## config.mk

```make
export PLATFORM = sky130hd
export DESIGN_NAME = instruction_fetch
export DESIGN_NICKNAME = d
export VERILOG_FILES = /design/src/rtl/rv_fetch_pkg.sv /design/src/rtl/fetch_queue.sv /design/src/rtl/instruction_fetch.sv
export SDC_FILE = /design/constraint.sdc
export NUM_CORES = 1
export LEC_CHECK = 0
export BUFFER_PORTS_ARGS = -buffer_cell sky130_fd_sc_hd__buf_2
export CORE_AREA = 3 3 121 123
export DETAILED_ROUTE_END_ITERATION = 6
export DIE_AREA = 0 0 124 126
export GPL_TIMING_DRIVEN = 0
export MAX_ROUTING_LAYER = met4
export PLACE_DENSITY = 0.84
export SLEW_MARGIN = 20
export SYNTH_ARGS = -nofsm -noshare
export SYNTH_HDL_FRONTEND = slang
export SYNTH_SLANG_ARGS = --single-unit
```

## constraint.sdc

```tcl
create_clock -name clk -period 7.65 [get_ports clk]
set_clock_uncertainty 0.15 [all_clocks]
set_input_delay 0 -clock clk [delete_from_list [all_inputs] [get_ports clk]]
set_output_delay 0 -clock clk [all_outputs]
set_load 0.01 [all_outputs]
```

## src/rtl/rv_fetch_pkg.sv

```systemverilog
// Shared fetch-stage types and defaults.
// Default widths, queue entry layout and the empty-slot instruction word.
package rv_fetch_pkg;

   localparam int DEF_N     = 32;
   localparam int DEF_W     = 32;
   localparam int DEF_DEPTH = 2;

   // Decode sees this word whenever the queue has nothing to offer.
   localparam logic [DEF_W-1:0] NOP_INST = '0;

   typedef struct packed {
      logic [DEF_W-1:0] inst;
      logic [DEF_N-1:0] pc;
   } fetch_entry_t;

endpackage

```

## src/rtl/fetch_queue.sv

```systemverilog
// Small synchronous FIFO holding fetched {inst, pc} entries.
// clear beats push/pop; pointers wrap modulo DEPTH (power of 2).
module fetch_queue
   import rv_fetch_pkg::*;
#(
   parameter int  DEPTH = DEF_DEPTH,
   parameter type T     = fetch_entry_t,
   parameter int  AW    = $clog2(DEPTH),
   parameter int  CW    = AW + 1
) (
   input  logic          clk,
   input  logic          rst,
   input  logic          push,
   input  logic          pop,
   input  logic          clear,
   input  T              din,
   output T              dout,
   output logic [CW-1:0] count
);

   T              mem [DEPTH];
   logic [AW-1:0] rd_ptr;
   logic [AW-1:0] wr_ptr;

   // pointer and occupancy bookkeeping
   always_ff @(posedge clk or posedge rst) begin
      if (rst) begin
         rd_ptr <= '0;
         wr_ptr <= '0;
         count  <= '0;
      end else if (clear) begin
         rd_ptr <= '0;
         wr_ptr <= '0;
         count  <= '0;
      end else begin
         if (push)
            wr_ptr <= wr_ptr + AW'(1);
         if (pop)
            rd_ptr <= rd_ptr + AW'(1);
         unique case ({push, pop})
            2'b10:   count <= count + CW'(1);
            2'b01:   count <= count - CW'(1);
            default: count <= count;
         endcase
      end
   end

   // entry storage; contents are only observed while count != 0
   always_ff @(posedge clk) begin
      if (push && !clear)
         mem[wr_ptr] <= din;
   end

   assign dout = mem[rd_ptr];

endmodule

```

## src/rtl/instruction_fetch.sv

```systemverilog
// Fetch stage: accepts PCs, reads imem (1-cycle latency), queues to decode.
// Define FETCH_STATS_EN to add fetch_count / flush_count outputs.
module instruction_fetch
   import rv_fetch_pkg::*;
#(
   parameter int N     = DEF_N,
   parameter int W     = DEF_W,
   parameter int DEPTH = DEF_DEPTH
) (
   input  logic         clk,
   input  logic         rst,
   input  logic [N-1:0] pc_in,
   input  logic         pc_valid,
   output logic         pc_ready,
   output logic         imem_en,
   output logic [N-1:0] imem_addr,
   input  logic [W-1:0] imem_rdata,
   input  logic         flush,
   output logic [W-1:0] inst_out,
   output logic [N-1:0] inst_pc,
   output logic         inst_valid,
   input  logic         inst_ready
`ifdef FETCH_STATS_EN
   ,
   output logic [31:0]  fetch_count,
   output logic [31:0]  flush_count
`endif
);

   localparam int AW = $clog2(DEPTH);
   localparam int CW = AW + 1;

   typedef struct packed {
      logic [W-1:0] inst;
      logic [N-1:0] pc;
   } entry_t;

   logic          inflight;
   logic [N-1:0]  inflight_pc;
   logic [N-1:0]  addr_q;
   logic [CW-1:0] count;
   logic [CW:0]   occ;
   logic          accept;
   logic          push;
   logic          pop;
   entry_t        q_din;
   entry_t        q_dout;

   // queued entries plus the read still in flight must fit the queue
   assign occ      = {1'b0, count} + {{CW{1'b0}}, inflight};
   assign pc_ready = !rst && !flush && (occ < (CW+1)'(DEPTH));
   assign accept   = pc_valid && pc_ready;

   assign imem_en   = accept;
   assign imem_addr = accept ? pc_in : addr_q;

   assign push = inflight && !flush;
   assign pop  = inst_valid && inst_ready && !flush;

   assign q_din = '{inst: imem_rdata, pc: inflight_pc};

   assign inst_valid = (count != '0);
   assign inst_out   = inst_valid ? q_dout.inst : W'(NOP_INST);
   assign inst_pc    = inst_valid ? q_dout.pc : '0;

   // track the single outstanding memory read and hold the last address
   always_ff @(posedge clk or posedge rst) begin
      if (rst) begin
         inflight    <= 1'b0;
         inflight_pc <= '0;
         addr_q      <= '0;
      end else if (flush) begin
         inflight <= 1'b0;
      end else if (accept) begin
         inflight    <= 1'b1;
         inflight_pc <= pc_in;
         addr_q      <= pc_in;
      end else begin
         inflight <= 1'b0;
      end
   end

   fetch_queue #(
      .DEPTH (DEPTH),
      .T     (entry_t)
   ) u_queue (
      .clk   (clk),
      .rst   (rst),
      .push  (push),
      .pop   (pop),
      .clear (flush),
      .din   (q_din),
      .dout  (q_dout),
      .count (count)
   );

`ifdef FETCH_STATS_EN
   // count decode handshakes and flush cycles; both wrap at 2^32
   always_ff @(posedge clk or posedge rst) begin
      if (rst) begin
         fetch_count <= '0;
         flush_count <= '0;
      end else begin
         if (pop)
            fetch_count <= fetch_count + 32'd1;
         if (flush)
            flush_count <= flush_count + 32'd1;
      end
   end
`else
   // no statistics counters in this build
`endif

endmodule

```

# Word level (Yosys, flattened, before mapping)
# Memories as Yosys holds them, arrays and structs flattened.
# Cells that the tools add are included.
totals:
  input_bits: 69
  register_bits: 69
  mem_count: 1
  ram_bits: 128
classes:
  n_bitwise: 1
  n_addsub: 5
  muxes: 13
  magnitude_cmp: 1
  n_reduce_logical: 14
  n_eq_ne: 2
mem_list:
  columns: ["memory", "words", "word_bits", "read_ports", "rd_clocked_by_memory_dff", "wr", "line", "source"]
  rows:
  - ["u_queue.mem", 2, 64, 1, 0, 1, "fetch_queue.sv:21", "T mem [DEPTH];"]
ops:
  columns: ["cell", "n"]
  rows:
  - ["$mux 32", 3]
  - ["$mux 1", 8]
  - ["$logic_and 1x1->1", 7]
  - ["$reduce_bool 2->1", 3]
  - ["$pmux 2 s2", 1]
  - ["$add 2x1->3", 1]
  - ["$lt 3x2->1 const B", 1]
  - ["$reduce_bool 3->1", 1]
  - ["$add 1x1->1 const B", 2]
  - ["$add 2x1->2 const B", 1]
  - ["$eq 2x1->1 const B", 1]
  - ["$eq 2x2->1 const B", 1]
  - ["$logic_not 1->1", 2]
  - ["$mux 2", 1]
  - ["$reduce_and 2->1", 1]
  - ["$sub 2x1->2 const B", 1]
  - ["$not 1->1", 1]

# Depth between registers and ports, before layout
# Gate-level depths: netlist of run 1.
logic_depth:
  word_depth: 6
  depth_mapped: 5

# Hierarchy
# A second synthesis of run 1 with hierarchy kept.
hier_totals:
  cells_unflattened: 469
  area_unflattened_um2: 8369.3
by_module_without_submodules:
  columns: ["module", "n_inst", "area_per_inst_um2", "seq_area_each_um2", "cells_each"]
  rows:
  - ["fetch_queue", 1, 5032.3, 3943.8, 219]
  - ["instruction_fetch", 1, 3337.0, 1626.6, 250]

# Worst setup path after synthesis of run 1
# No wires, ideal clock.
synth_timing:
  kind: "flip-flop to flip-flop"
  from: "register inflight"
  to: "memory u_queue.mem[0][0] (netlist name) (enable)"
  n_path_buf: 0
  setup_ps: 486
  setup_slack_ps: 3768
  stages_incl_launch_ff: 3
  t_arrival_ps: 3246
  path_cell_list: "dfrtp_1 > nand2b_1 > nor2_1"
synth_between:
  elab_chain_cells: 4
synth_lines:
  columns: ["item", "line", "source"]
  rows:
  - ["from (decl)", "instruction_fetch.sv:38", "logic inflight;"]
  - ["from (signal assigned)", "instruction_fetch.sv:69", "inflight <= 1'b0;"]
  - ["from (signal assigned)", "instruction_fetch.sv:73", "inflight <= 1'b0;"]
  - ["from (signal assigned)", "instruction_fetch.sv:75", "inflight <= 1'b1;"]
  - ["$logic_and 1x1->1", "instruction_fetch.sv:57", "assign push = inflight && !flush;"]
  - ["$logic_and 1x1->1", "fetch_queue.sv:50", "if (push && !clear)"]
  - ["$mux 1", "fetch_queue.sv:50", null]
  - ["$mux 1 (not written as such)", "fetch_queue.sv:51", "mem[wr_ptr] <= din;"]
  - ["to (decl)", "fetch_queue.sv:21", null]
# Every way passes these cells.

# Worst setup path after layout of run 1
layout_timing:
  from: "register inflight"
  to: "output port imem_addr[29]"
layout_between:
  elab_chain_cells: 5
layout_lines:
  columns: ["item", "line", "source"]
  rows:
  - ["$add 2x1->3", "instruction_fetch.sv:50", "assign occ = {1'b0, count} + {{CW{1'b0}}, inflight};"]
  - ["$lt 3x2->1", "instruction_fetch.sv:51", "assign pc_ready = !rst && !flush && (occ < (CW+1)'(DEPTH));"]
  - ["$logic_and 1x1->1", "instruction_fetch.sv:51", null]
  - ["$logic_and 1x1->1", "instruction_fetch.sv:52", "assign accept = pc_valid && pc_ready;"]
  - ["$mux 32", null, null]
  - ["to (decl)", "instruction_fetch.sv:16", "output logic [N-1:0] imem_addr,"]
# Every way passes these cells.

==> results by group, run 1 <==
Outcome
  – Outcome: finished clean

Run
  – Maxcap violations: 0

Floorplanning
  – Total I/O pin count: 168
  – Die area: 15620 um^2
  – Die Span Y: 126 um
  – Std-Cell Core Area: 13770 um^2
  – Row Count: 43
  – Starting Density: 0.5726
  – Die W: 124 um

STA
  – Setup TNS: 0 ns
  – Worst-margin pin slew: 0.7645 ns
  – Slew Viols, Final: 0
  – Hold Vio Cnt, Final: 0
  – Final setup fails: 0
  – Final period util: 0.3281
  – Fmax: 398.5 MHz
  – Minimum clock period: 2.510 ns
  – RSZ-0062 raised after global routing: false
  – Max transition margin: 0.4903

Synthesis
  – Mean Syn Cell Area: 16.82 um^2
  – Syn Nets: 538
  – Register area share after synthesis: 0.7063
  – Total number of yosys warnings: 0
  – Synth Cell Area: 7886 um^2
  – Yosys reg bits: 197
  – Unique masters post-synth: 22
  – Synth Instances: 469

Setup path
  – CP Max Fanout: 10
  – CP cell instances: a2111oi_4 > nand2_2 > buf_6 > buf_6 > mux2_4 > buf_2
  – Startpoint types: register
  – CP max-delay cell: a2111oi_4
  – Reg2Reg Setup Slack: 5.60 ns
  – Kind of critical path: reg -> out
  – Req. time, crit path: 7.50 ns
  – Crit-path max cell delay: 0.48 ns
  – CP arrival: 2.36 ns
  – Crit end category: output pin
  – Most frequent CP cell: buf_6

Placement
  – Port bufs: 167
  – Routability cong.: 0.7834
  – Area post-placement: 9087 um^2
  – Hpwl dp: 10650 um

Min path
  – HP Class: in -> reg

GRT
  – Vias in the first global route: 5124
  – Pin count of the biggest net entering global routing: 47
  – Total GRT Usage: 0.2261
  – Initial antenna violation count: 1
  – Total grt overflow: 0
  – Global-route wire length before repair: 25940 um

Drt
  – Vias post-DR: 4782
  – Initial drt markers: 304
  – Remaining DRCs: 0
  – Drt total wl: 16600 um
  – Routed Antenna Nets: 0
  – Drt pass-1 iters: 4
  – Via density: 5.181
  – Average routed wire per standard cell: 17.99 um

Final layout
  – FF/Latch Area: 5570 um^2
  – Fin nets: 798
  – Finished Cell Area: 10380 um^2
  – Most frequent cells in the layout: buf_2 (179), edfxtp_1 (128), mux2_2 (78)
  – Layout fillers: 828
  – Share of layout cells above drive strength 1: 0.4299
  – Multi-input logic area: 2185 um^2
  – Layout area overhead: 31.60%
  – Commonest non-fill, non-tap cell in the layout: buf_2

Clock tree
  – CTS tree: yes
  – Worst-Skew Late Latency: 0.43 ns
  – Clk sinks: 197
  – Root Driver: clkbuf_16
  – Clock slew seen by the registers of the worst setup and hold paths: 0.07 ns
  – CTS Buf Count: 17
  – Max Root-Sink Buffers: 2
  – CTS H-tree depth: 4
  – Post-CTS sizing: 0

Pwr
  – Total power draw: 2.468 mW
  – Leak: 4.266 nW
  – Pwr dens: 237.8 nW/um^2
  – Peak supply drop: 0.1897 mV
state kept, by name, summed over array words and instances (netlist names):
| signal | count |
|---|---|
| u_queue.mem | 128 |
| addr_q | 32 |
| inflight_pc | 32 |
| u_queue.count | 2 |
| inflight | 1 |
| u_queue.rd_ptr | 1 |
| u_queue.wr_ptr | 1 |
synthesized netlist by cell type:
cell type,n,share of area
nand2_1,1,0.00048
nand2b_1,1,0.00079
xnor2_1,1,0.0011
mux2_4,18,0.034
o21ai_0,2,0.0013
or2_2,1,0.00079
buf_1,5,0.0024
dfrtp_1,69,0.22
mux2i_1,66,0.084
and4b_1,1,0.0013
buf_6,3,0.0043
a2111oi_4,1,0.0035
mux2_2,78,0.11
a2111oi_0,1,0.0011
clkbuf_1,4,0.0019
edfxtp_1,128,0.49
a21oi_1,1,0.00063
nor2_1,69,0.033
nand2_2,1,0.00079
inv_1,5,0.0024
buf_2,12,0.0076
xor2_1,1,0.0011
layout make-up:
cell class                 instances  area share
sequential                       197      0.5367
multi-input combinational        243      0.2105
timing repair buffer             241      0.1589
clock buffer                      23     0.04919
tap                              180     0.02170
buffer                            24     0.01230
clock inverter                     9    0.008439
inverter                           5    0.002049
antenna                            1   0.0002411
report_power, final:
part / internal, mW / switching, mW
Sequential: 1.23 / 0.0473
Combinational: 0.173 / 0.130
Clock: 0.508 / 0.376
worst max-delay path, delay by kind of cell (launching register included):
| family | cells | cell delay (ns) |
|---|---|---|
| buf+inv | 3 | 0.50 |
| simple gates | 1 | 0.18 |
| mux | 1 | 0.31 |
| flops | 1 | 0.47 |
| compound gates | 1 | 0.48 |
per-layer routing:
metal | GRT usage | vias to the layer above | routed length, um
li1 | - | 2236 | -
met1 | 0.2567 | 2351 | 6532
met2 | 0.3834 | 169 | 8678
met3 | 0.06646 | 26 | 1096
met4 | 0.07345 | 0 | 294
met5 | - | - | 0
path summary, 6_finish.rpt:
kind                            startpoint                  to  cells past startpoint
min                               pc_valid          addr_q[31]                      4
min in group asynchronous              rst     inflight_pc[30]                      4
min reg2reg                inflight_pc[26]  u_queue.mem[1][26]                      0
max reg2reg                       inflight     inflight_pc[10]                      5
max                               inflight       imem_addr[29]                      6
max in group asynchronous              rst     inflight_pc[16]                      5
through the flow:
stage,utilization,std cells,hold slack [ns],setup slack (ns)
2_1_floorplan,-,469,-0.1249,3.768
3_3_place_gp,0.6496,816,0.03946,2.429
3_5_place_dp,0.6598,821,-0.1199,5.556
4_1_cts,0.7534,922,0.03364,5.089
5_1_grt,0.7535,923,0.05966,4.992
6_report,0.7535,923,0.03236,5.140
timing repair:
item / in CTS / in global routing
endpoints found under the hold margin: 201 / 0
buffers inserted: 0 / 0
hold buffers: 69 / 0
kinds of logic after synthesis:
kind of cell | after synthesis | synth area share
DFF | 197 | 0.7063
muxes | 162 | 0.2294
and+or+nand+nor | 74 | 0.03697
buffers and inverters | 29 | 0.01856
AOI/OAI and AO/OA | 5 | 0.006505
xor gates and xnor gates | 2 | 0.002222
Note: power is estimated with default switching activity, not from simulation.
==> inputs of run 2 (changes only) <==
- CORE_AREA: 3 3 121 123 -> 3 3 125 127
- DIE_AREA: 0 0 124 126 -> 0 0 128 130
- PLACE_DENSITY: 0.84 -> 0.79
- clock period: 7.65 -> 2.6 ns (I/O delays scaled with it)
==> run 2 against run 1 <==
Cell area about the same. Clock-buffer cell count down 2. Largest power group unchanged. Final cell count increased by 0.76%. Register-to-register slack worse by 5.2 ns. Critical endpoint is now imem_addr[0]. Hold slack better by 0.015 ns.
==> results by group, run 2 (synthesis results as in run 1) <==
Outcome
  – Outcome: finished clean

Floorplanning
  – Std-Cell Core Area: 14530 um^2 (+5.5%)
  – Die W: 128 um (+3.2%)
  – Total I/O pin count: 168 (unchanged)
  – Die area: 16640 um^2 (+6.5%)
  – Starting Density: 0.5426 (-0.02997)
  – Die Span Y: 130 um (+3.2%)
  – Row Count: 44 (+2.3%)

Clock tree
  – Clk sinks: 197 (unchanged)
  – CTS H-tree depth: 4 (unchanged)
  – Worst-Skew Late Latency: 0.43 ns (about the same)
  – CTS tree: yes
  – CTS Buf Count: 17 (unchanged)
  – Max Root-Sink Buffers: 2 (unchanged)
  – Clock slew seen by the registers of the worst setup and hold paths: 0.06 ns (about the same)
  – Root Driver: clkbuf_16

Drt
  – Average routed wire per standard cell: 17.98 um (about the same)
  – Via density: 5.125 (-1.1%)
  – Routed Antenna Nets: 0 (unchanged)
  – Initial drt markers: 246 (-19%)
  – Drt pass-1 iters: 4 (unchanged)
  – Drt total wl: 16720 um (+0.72%)
  – Remaining DRCs: 0 (unchanged)
  – Vias post-DR: 4766 (-0.33%)

Setup path
  – R2R depth: 5 (unchanged)
  – CP Max Fanout: 10 (unchanged)
  – Crit end category: output pin
  – Req. time, crit path: 2.45 ns (-5.05 ns)
  – CP arrival: 2.30 ns (-0.06 ns)
  – Kind of critical path: reg -> out
  – Startpoint types: register

Final layout
  – Max FFs per register: 128 (unchanged)
  – Largest reg by FF count: u_queue.mem
  – Most frequent cells in the layout: buf_2 (179), edfxtp_1 (128), mux2_2 (78)
  – Layout area overhead: 31.64% (about the same)
  – Top flop regs: u_queue.mem: 128 flops, addr_q: 32 flops, inflight_pc: 32 flops
  – Share of layout cells above drive strength 1: 0.4282 (-0.001731)
  – Fin nets: 801 (+0.38%)
  – Commonest non-fill, non-tap cell in the layout: buf_2
  – Layout fillers: 941 (+14%)
  – Util after Layout: 0.7143 (-0.03927)

Pwr
  – Gate power share: 0.125 (+0.002)
  – Clk pwr share: 0.347 (-0.011)
  – Register share of total power: 0.528 (+0.009)
  – Pint: 5.548 mW (+190%)
  – Pwr dens: 688.3 nW/um^2 (+190%)
  – Sw Pwr: 1.598 mW (+190%)
  – Peak supply drop: 0.4074 mV (+110%)
  – Total power draw: 7.145 mW (+190%)
  – Leak: 4.257 nW (-0.20%)
  – Sw Ratio: 0.2236 (-0.0004437)

Placement
  – Port bufs: 167 (unchanged)
  – Hpwl dp: 11180 um (+5.0%)
  – Routability cong.: 0.7907 (+0.93%)

GRT
  – Total GRT Usage: 0.2122 (-0.01389)
  – Global-route wire length before repair: 25960 um (about the same)
  – Vias in the first global route: 4963 (-3.1%)
  – Initial antenna violation count: 1 (unchanged)
  – Pin count of the biggest net entering global routing: 37 (-21%)
  – Total grt overflow: 0 (unchanged)

STA
  – Setup TNS: 0 ns (unchanged)
  – RSZ-0062 raised after global routing: false
  – Final period util: 0.9440
  – Fmax: 407.4 MHz
  – Minimum clock period: 2.454 ns
  – Worst-margin pin slew: 0.7307 ns (-0.03383 ns)
  – Max transition margin: 0.5129 (+0.02256)
  – Hold Vio Cnt, Final: 0 (unchanged)
  – Final setup fails: 0 (unchanged)
  – Slew Viols, Final: 0 (unchanged)

Run
  – Maxcap violations: 0 (unchanged)

Min path
  – HP Class: in -> async
## run 2: final timing paths
path,startpoint,endpoint,slack [ns]
worst min register to register,inflight_pc[13],u_queue.mem[1][13],0.32
worst max register to register,inflight,u_queue.mem[0][33],0.44
max in group asynchronous,rst,inflight_pc[16],1.70
min in group clk,imem_rdata[10],u_queue.mem[1][42],0.13
worst min-delay path,rst,u_queue.count[0],0.05
worst max-delay path,u_queue.count[0],imem_addr[0],0.15
## run 2: critical path: stages, from the launching register on
cell and delay [ns]:
dfrtp_1 0.47, a2111oi_4 0.45, nand2_2 0.10, buf_4 0.18
buf_2 0.22, mux2_2 0.30, buf_2 0.15
## run 2: cell type report
class	count	area, um^2	area share
clock buffer	21	440.4	0.04242
clock inverter	11	111.4	0.01073
antenna	1	2.502	0.0002411
tap	184	230.2	0.02218
timing repair buffer	244	1692	0.1630
inverter	5	21.27	0.002049
multi-input combinational	243	2185	0.2104
buffer	24	128.9	0.01241
sequential	197	5570	0.5366
## run 2: metal layers
| metal | vias up | global-route usage | share of wire |
|---|---|---|---|
| met1 | 2357 | 0.2427 | 0.40 |
| li1 | 2240 | - | - |
| met3 | 25 | 0.05976 | 0.061 |
| met5 | - | - | 0 |
| met2 | 144 | 0.3657 | 0.53 |
| met4 | 0 | 0.06554 | 0.017 |
## run 2: through the flow
stage / cells / setup slack, ns / hold WS [ns] / instance area, um^2
after floorplan: 469 / -0.2319 / -0.1249 / 7891
after global placement: 820 / -1.180 / 0.03991 / 8957
after detailed placement: 827 / 0.4167 / -0.05679 / 9130
after CTS: 926 / 0.03249 / 0.02603 / 10350
after global routing: 930 / 0.03041 / 0.08813 / 10380
final: 930 / 0.1455 / 0.04776 / 10380
## run 2: repair_timing
item                                    in CTS  in global routing
hold endpoints to repair                   201                  9
setup buffers                                0                  2
endpoints found under the setup margin       0                 36
hold buffers                                67                  1
resized for setup                            0                  2
## run 2: power groups by stage
stage / combinational [mW] / sequential (mW) / clock, mW
after detailed placement: 0.810 / 3.83 / 0
final: 0.890 / 3.77 / 2.48
after floorplan: 0.522 / 3.78 / 0
after CTS: 0.893 / 3.77 / 2.53
after global placement: 0.764 / 3.80 / 0
after global routing: 0.962 / 3.80 / 2.66
